===== src/rtl/phs_arbiter.sv =====
// Multi-lane packet-header-summary arbiter: per-lane holding FIFOs, round-robin
// grant and a single registered output with valid/ready handshake.
module phs_arbiter #(
  parameter int NUM_LANES  = 4,
  parameter int PHS_WIDTH  = 120,
  parameter int LANE_DEPTH = 2
) (
  input  logic                           CLK,
  input  logic                           reset,
  input  logic [NUM_LANES*PHS_WIDTH-1:0] phs_i,
  input  logic [NUM_LANES-1:0]           phs_valid_i,
  output logic [PHS_WIDTH-1:0]           phs_o,
  output logic                           phs_valid_o,
  input  logic                           phs_ready_i,
  output logic [2:0]                     lane_o,
  output logic [NUM_LANES*16-1:0]        drop_cnt_o
);

  localparam int LW = (NUM_LANES > 1) ? $clog2(NUM_LANES) : 1;
  localparam int PW = (LANE_DEPTH > 1) ? $clog2(LANE_DEPTH) : 1;
  localparam int CW = $clog2(LANE_DEPTH + 1);

  typedef enum logic {IDLE, HOLD} state_t;

  state_t                 state_q, state_d;
  logic [NUM_LANES-1:0]   nonempty;
  logic [NUM_LANES-1:0]   pop;
  logic [PHS_WIDTH-1:0]   head [NUM_LANES];
  logic [LW-1:0]          last_grant_q;
  logic [LW-1:0]          grant_idx;
  logic                   grant_found;
  logic                   load;
  logic [PHS_WIDTH-1:0]   phs_q;
  logic [LW-1:0]          lane_q;
  int                     j;

  for (genvar k = 0; k < NUM_LANES; k++) begin : g_lane
    logic [PHS_WIDTH-1:0] mem [LANE_DEPTH];
    logic [PW-1:0]        rd_ptr_q, wr_ptr_q;
    logic [CW-1:0]        count_q;
    logic [15:0]          drop_q;
    logic                 full, push, drop;

    // A full lane still accepts a pulse when its head leaves in the same cycle.
    assign full = (count_q == CW'(LANE_DEPTH));
    assign push = phs_valid_i[k] && (!full || pop[k]);
    assign drop = phs_valid_i[k] && full && !pop[k];

    // NOTE: storage is deliberately not reset; count_q alone says which entries are live.
    always_ff @(posedge CLK) begin
      if (push) mem[wr_ptr_q] <= phs_i[k*PHS_WIDTH +: PHS_WIDTH];
    end

    always_ff @(posedge CLK) begin
      if (reset) begin
        rd_ptr_q <= '0;
        wr_ptr_q <= '0;
        count_q  <= '0;
        drop_q   <= '0;
      end else begin
        if (push) wr_ptr_q <= (wr_ptr_q == PW'(LANE_DEPTH - 1)) ? '0 : wr_ptr_q + 1'b1;
        if (pop[k]) rd_ptr_q <= (rd_ptr_q == PW'(LANE_DEPTH - 1)) ? '0 : rd_ptr_q + 1'b1;
        case ({push, pop[k]})
          2'b10:   count_q <= count_q + 1'b1;
          2'b01:   count_q <= count_q - 1'b1;
          default: count_q <= count_q;
        endcase
        if (drop && drop_q != 16'hFFFF) drop_q <= drop_q + 16'd1;
      end
    end

    assign nonempty[k]            = (count_q != '0);
    assign head[k]                = mem[rd_ptr_q];
    assign drop_cnt_o[k*16 +: 16] = drop_q;
  end

  // Round-robin search starting one past the last granted lane.
  always_comb begin
    grant_found = 1'b0;
    grant_idx   = '0;
    j           = 0;
    for (int i = 1; i <= NUM_LANES; i++) begin
      j = (int'(last_grant_q) + i) % NUM_LANES;
      if (!grant_found && nonempty[LW'(j)]) begin
        grant_found = 1'b1;
        grant_idx   = LW'(j);
      end
    end
  end

  // NOTE: every output of this block is given a default first so no latch is inferred.
  always_comb begin
    state_d = state_q;
    load    = 1'b0;
    case (state_q)
      IDLE: begin
        if (grant_found) begin
          load    = 1'b1;
          state_d = HOLD;
        end
      end
      HOLD: begin
        if (phs_ready_i) begin
          if (grant_found) load = 1'b1;
          else             state_d = IDLE;
        end
      end
      default: state_d = IDLE;
    endcase
    pop = load ? (NUM_LANES'(1) << grant_idx) : '0;
  end

  always_ff @(posedge CLK) begin
    if (reset) begin
      state_q      <= IDLE;
      phs_q        <= '0;
      lane_q       <= '0;
      last_grant_q <= LW'(NUM_LANES - 1);
    end else begin
      state_q <= state_d;
      if (load) begin
        phs_q        <= head[grant_idx];
        lane_q       <= grant_idx;
        last_grant_q <= grant_idx;
      end
    end
  end

  assign phs_o       = phs_q;
  assign phs_valid_o = (state_q == HOLD);
  assign lane_o      = 3'(lane_q);

endmodule

===== config.mk =====
export PLATFORM = sky130hd
export DESIGN_NAME = phs_arbiter
export DESIGN_NICKNAME = d
export VERILOG_FILES = /design/src/rtl/phs_arbiter.sv
export SDC_FILE = /design/constraint.sdc
export NUM_CORES = 1
export LEC_CHECK = 0
export ABC_AREA = 1
export BUFFER_PORTS_ARGS = -buffer_cell sky130_fd_sc_hd__buf_2
export CORE_MARGIN = 4
export CORE_UTILIZATION = 45
export DETAILED_ROUTE_END_ITERATION = 16
export PLACE_DENSITY = 0.65
export SETUP_SLACK_MARGIN = 0.05
export SYNTH_ARGS = -nofsm -noshare
export SYNTH_HDL_FRONTEND = slang
export SYNTH_SLANG_ARGS = --single-unit

===== constraint.sdc =====
create_clock -name CLK -period 15.83 [get_ports CLK]
set_clock_uncertainty 0.15 [all_clocks]
set_input_delay 1.583 -clock CLK [delete_from_list [all_inputs] [get_ports CLK]]
set_output_delay 1.583 -clock CLK [all_outputs]
set_load 0.01 [all_outputs]

==> results of run 1 <==
synth_stat cells:
master / number
nor3b_1: 1
xnor2_1: 16
buf_6: 4
dfxtp_1: 209
o21ai_1: 4
or4_1: 1
nor2_1: 62
and2b_1: 1
nand3_1: 403
o21ai_2: 2
o211ai_1: 121
nor3_1: 20
nand4_1: 50
nor2_4: 5
inv_1: 189
buf_2: 90
nand3_2: 5
nor4_1: 7
mux2i_1: 480
buf_1: 10
nand2_4: 1
nand2_1: 657
conb_1: 1
inv_2: 6
nand2_2: 6
nand3b_1: 2
a21oi_1: 81
nor2_2: 1
clkbuf_1: 94
edfxtp_1: 960
o41ai_1: 1
o21ai_0: 16
ha_1: 4
nand3b_4: 1
a31oi_1: 1
xor2_1: 34
or2_2: 2
buf_4: 3
state kept, by name, indices dropped and copies added (netlist names), named ones only:
signal           flops
g_lane.wr_ptr_q      4
last_grant_q         2
phs_o              120
g_lane.rd_ptr_q      4
lane_q               2
phs_valid_o          1
g_lane.drop_q       64
g_lane.mem         960
g_lane.count_q       8
path summary, 6_finish.rpt:
kind / startpoint / end
worst min register to register: g_lane[3].rd_ptr_q / flop
worst min-delay path: g_lane[3].rd_ptr_q / flop
worst max register to register: last_grant_q[0] / g_lane[0].mem[0][62]
worst max-delay path: last_grant_q[0] / g_lane[0].mem[0][62]
through the flow:
stage	power [mW]	worst slack (ps)
finish	11.8	10690
global route	12.5	10260
CTS	11.9	10540
detailed placement	9.20	10180
global placement	9.13	10210
floorplan	7.59	7790
cells by family (layout without fill, tap and decap cells):
logic type / Yosys count / in the layout / synth area share (%)
compound gates: 226 / 226 / 3.09
fa+ha+maj: 4 / 4 / 0.107
simple gates: 1225 / 1225 / 11.5
other cells: 1 / 48 / 0.00801
flops: 1169 / 1169 / 70.5
buf+inv: 396 / 1126 / 3.51
xor+xnor: 50 / 50 / 0.936
mux: 480 / 480 / 10.3
layout make-up:
cell class,instances,area [µm²]
Timing Repair Buffer,709,3690
Antenna cell,47,118
Clock inverter,57,542
Tap cell,1380,1730
Clock buffer,165,3240
Multi-Input combinational cell,1986,12200
Inverter,195,749
Fill cell,8830,48000
Sequential cell,1169,33000
routing by layer:
layer,vias up,global-route usage [%],wire (µm)
met3,228,5.61,11000
met4,34,8.03,3880
met1,14900,30.3,53000
met2,1133,39.3,64600
met5,-,0,218
li1,14200,-,-
report_power, final:
group	leakage, nW	switching, mW	internal [mW]
sequential	10.7	0.224	3.99
clock	1.85	1.16	1.56
combinational	8.36	3.45	1.41
total	20.9	4.83	6.96
==> flow_summary.json, run 1 <==
{
  "vias_per_cell": 5.34,
  "ys_warn_count": 0,
  "drt-wirelength-per-cell_um": 23.2,
  "chipWidth_um": 330,
  "layout_commonest_cell": "edfxtp_1",
  "grt_pass1_wl_mm": 190,
  "relSlewSlack_pct": 21.0,
  "cts_tree": "done",
  "drcViolationCount": 0,
  "final_area_um2": 55300,
  "drtIter0Drc": 2095,
  "routed_wl_mm": 133,
  "ys_top_cells_by_area": "edfxtp_1 62%, mux2i_1 10%, dfxtp_1 8.9%, nand2_1 5.3%, nand3_1 4.3%",
  "drv_cap": 0,
  "drt_pass1_iterations": 5,
  "crit_family": "simple AND/OR/NAND/NOR gates",
  "path_max_fanout": 58,
  "cpMostUsedCell": "nand2_1",
  "ys_types": 38,
  "design.core.area_um2": 103000,
  "worstPathCellList": "inv_2, nand2_1, nand2_1, o21ai_0, nand3b_1, and2b_4, buf_4, nand3_2, nand3_1, nand2_1, nor2_4, buf_4",
  "insertion_delay_ps": 710,
  "num_rows": 118,
  "dieArea_um2": 109000,
  "postSynthAreaPerCell_um2": 13.2,
  "cts_buffers": 118,
  "dpl.hpwl_mm": 85.4,
  "cp-end-kind": "flop",
  "irDropWorstVdd_v": 0.000345,
  "cts_setup_buffers": 0,
  "final_cell_mix": "960 x edfxtp_1, 673 x buf_2, 656 x nand2_1",
  "fin_util_pct": 53.5,
  "port_buffers": 673,
  "cp.required_ps": 15990,
  "synth_top_cell_by_area": "edfxtp_1",
  "ff2ff_path_depth": 12,
  "synth_top_cell_area_share_pct": 61.6,
  "power_density_nw_per_um2": 213,
  "dr_total_vias": 30500,
  "p_leak_nw": 20.9,
  "antenna_found_initial": 65,
  "setup_violations": 0,
  "cp.depth": 12,
  "post_cts_resized": 0,
  "die_y_um": 330,
  "grt_usage_pct": 23.5,
  "hp-class": "reg2reg",
  "cts_root_buf": "clkbuf_16",
  "grt_pass1_vias": 29400,
  "rsz0062_at_grt": "false",
  "path_buf_inv": 3,
  "cts.sinks": 1169,
  "place_area_um2": 51400,
  "synth_seq_cells": 1169,
  "finalWeightedCongestion": 0.877,
  "reg2reg_slack_ps": 10690,
  "clockBufferDepth": 3,
  "worst_pin_slew_ps": 1180,
  "syn_nets": 4042,
  "slew_viol_final": 0,
  "fin_cells": 5708,
  "min_period_ps": 5140,
  "synth_cells": 3551,
  "crit_type": "reg2reg",
  "holdWs_ps": 310,
  "fin_crit_sh_pct": 32.5,
  "drive_gt1_share_pct": 21.6,
  "hold_viol_final": 0,
  "clock.fmax_ghz": 0.195,
  "htree_levels": 3,
  "worstHoldPathCells": 1,
  "gr-total-overflow": 0,
  "io_pins": 675,
  "syn_area_um2": 46800,
  "cpPeakStageDelay_ps": 760,
  "crit_slowest_cell": "buf_4",
  "start_util_pct": 45.3,
  "tns_ps": 0,
  "grt_max_degree": 144,
  "critPathArrivalTime_ps": 5300,
  "placed_cells": 5439,
  "status": "completed",
  "clk_pin_slew_ps": 60,
  "synthToLayoutAreaGrowth_pct": 18.2,
  "ys_seq_area_share_pct": 70.5,
  "cp-start-kind": "flop",
  "hold_buffers": 0,
  "ant_nets": 0,
  "final_nets": 4670
}
Note: power is estimated with default switching activity, not from simulation.
==> inputs of run 2 (changes only) <==
- PLACE_DENSITY: 0.65 -> 0.68
- clock period: 15.83 -> 4.3 ns (I/O delays scaled with it)
==> flow_summary.json, run 2 (synthesis gave the netlist of run 1 again) <==
{
  "routed_wl_mm": 140,
  "vias_per_cell": 5.31,
  "seq_area_um2": 33000,
  "relSlewSlack_pct": -2.49,
  "busiest_layer": "met2",
  "dr_total_vias": 33000,
  "nFillCells": 8139,
  "p_leak_nw": 23.2,
  "cts_root_buf": "clkbuf_16",
  "drt_pass1_iterations": 5,
  "cts_buffers": 119,
  "dieArea_um2": 109000,
  "drive_gt1_share_pct": 20.0,
  "fin_crit_sh_pct": 82.2,
  "die_y_um": 330,
  "irDropWorstVdd_v": 0.00176,
  "clockBufferDepth": 3,
  "final_nets": 5184,
  "crit_type": "reg2reg",
  "top_register": "g_lane.mem",
  "clk_pin_slew_ps": 60,
  "multi_input_area_um2": 12200,
  "grt_max_degree": 182,
  "cp.required_ps": 4530,
  "antenna_found_initial": 39,
  "final_cell_mix": "960 x edfxtp_1, 673 x buf_2, 656 x nand2_1",
  "port_buffers": 673,
  "grt_pass1_wl_mm": 207,
  "design.core.area_um2": 103000,
  "ant_nets": 0,
  "drcViolationCount": 0,
  "min_period_ps": 3540,
  "grt_pass1_vias": 33000,
  "setup_violations": 0,
  "io_pins": 675,
  "rsz0062_at_grt": "false",
  "drt-wirelength-per-cell_um": 22.6,
  "clock.fmax_ghz": 0.283,
  "layout_commonest_cell": "edfxtp_1",
  "final_area_um2": 60800,
  "cts.sinks": 1169,
  "violations": "slew limit",
  "drv_cap": 0,
  "start_util_pct": 45.3,
  "dpl.hpwl_mm": 88.1,
  "status": "finished, violations left",
  "path_max_fanout": 40,
  "cts_setup_buffers": 0,
  "critPathArrivalTime_ps": 3760,
  "slew_viol_final": 45,
  "finalWeightedCongestion": 0.892,
  "synthToLayoutAreaGrowth_pct": 29.9,
  "reg2reg_slack_ps": 760,
  "postLayoutSetupSlackWorst_ps": 764,
  "hp-class": "in2reg",
  "power_density_nw_per_um2": 734,
  "cp-start-kind": "flop",
  "gr-total-overflow": 0,
  "drtIter0Drc": 2441,
  "worst_pin_slew_ps": 1540,
  "place_area_um2": 51900,
  "htree_levels": 3,
  "cts_tree": "done",
  "gr-usage-met2_pct": 41.9,
  "cp-end-kind": "flop",
  "chipWidth_um": 330,
  "largest_register_ffs": 960,
  "num_rows": 118,
  "hold_viol_final": 0,
  "insertion_delay_ps": 700,
  "grt_usage_pct": 25.2,
  "global_route.usage.met3_pct": 5.20,
  "dp_slack_ps": 713,
  "grtUsageMet1_pct": 33.2
}
==> run 2: cell types whose count changed in the layout (fill, tap and decap cells not counted), moves of 4 or more <==
cell and change:
buf_12 +25, dlygate4sd3_1 +485, clkbuf_8 +11, clkinv_1 -4, clkbuf_16 +5, clkinv_2 -6, diode_2 -9
==> run 2: path summary, 6_finish.rpt <==
check,end,cells after the start,start
setup / recovery,g_lane[1].mem[1][40],13,last_grant_q[0]
hold / removal,g_lane[1].wr_ptr_q,4,reset
setup reg to reg,g_lane[1].mem[1][40],13,last_grant_q[0]
hold reg to reg,flop,2,g_lane[1].rd_ptr_q
==> run 2: per-layer routing <==
layer	routed length, µm	part of all wire [%]
met3	10900	7.8
met5	115	0.082
met4	3840	2.7
met1	57300	41
met2	68100	49
==> run 2: report_power, final <==
group | internal, mW | switching (mW) | total, mW | leakage, nW
logic | 5.81 | 13.0 | 18.9 | 10.6
registers | 14.7 | 0.854 | 15.5 | 10.7
clock network | 5.93 | 4.32 | 10.3 | 1.93
total | 26.4 | 18.2 | 44.6 | 23.2
==> run 2: timing repair <==
action	CTS	global route
endpoints found under the hold margin	968	0
gates resized for setup	0	0
hold buffers	485	0
==> run 2: area by class of cell <==
class                   instances  area share (%)
inverters                     195            1.23
repair buffers               1222            14.9
diodes                         38           0.156
multi-input cells            1986            20.1
clock buffers                 180            5.79
clock inverters                44           0.630
flip-flops and latches       1169            54.3
well taps                    1380            2.84
==> run 2: per-stage QoR <==
| stage | TNS (ps) | total power, mW | util (%) | hold slack, ps | cells |
|---|---|---|---|---|---|
| final | 0 | 44.6 | 58.8 | 161 | 6214 |
| after global routing | 0 | 47.2 | 58.8 | 201 | 6198 |
| after CTS | 0 | 44.8 | 58.7 | 207 | 6176 |
| after detailed placement | 0 | 34.1 | 50.2 | 291 | 5467 |
| after global placement | 0 | 33.9 | 50.2 | 274 | 5467 |
| after floorplan | -272190 | 27.8 | - | 276 | 3551 |
==> run 2: critical path, cell delays in order, from the launching register on <==
cell and delay, ps:
dfxtp_1 450, inv_2 140, nand2_1 110, nand2_1 70
o21ai_0 370, nand3_2 150, nand2_2 130, nand2_8 210
nor2_4 200, nand2_1 80, nand3_1 120, nand3_1 140
clkinvlp_4 500, buf_12 340
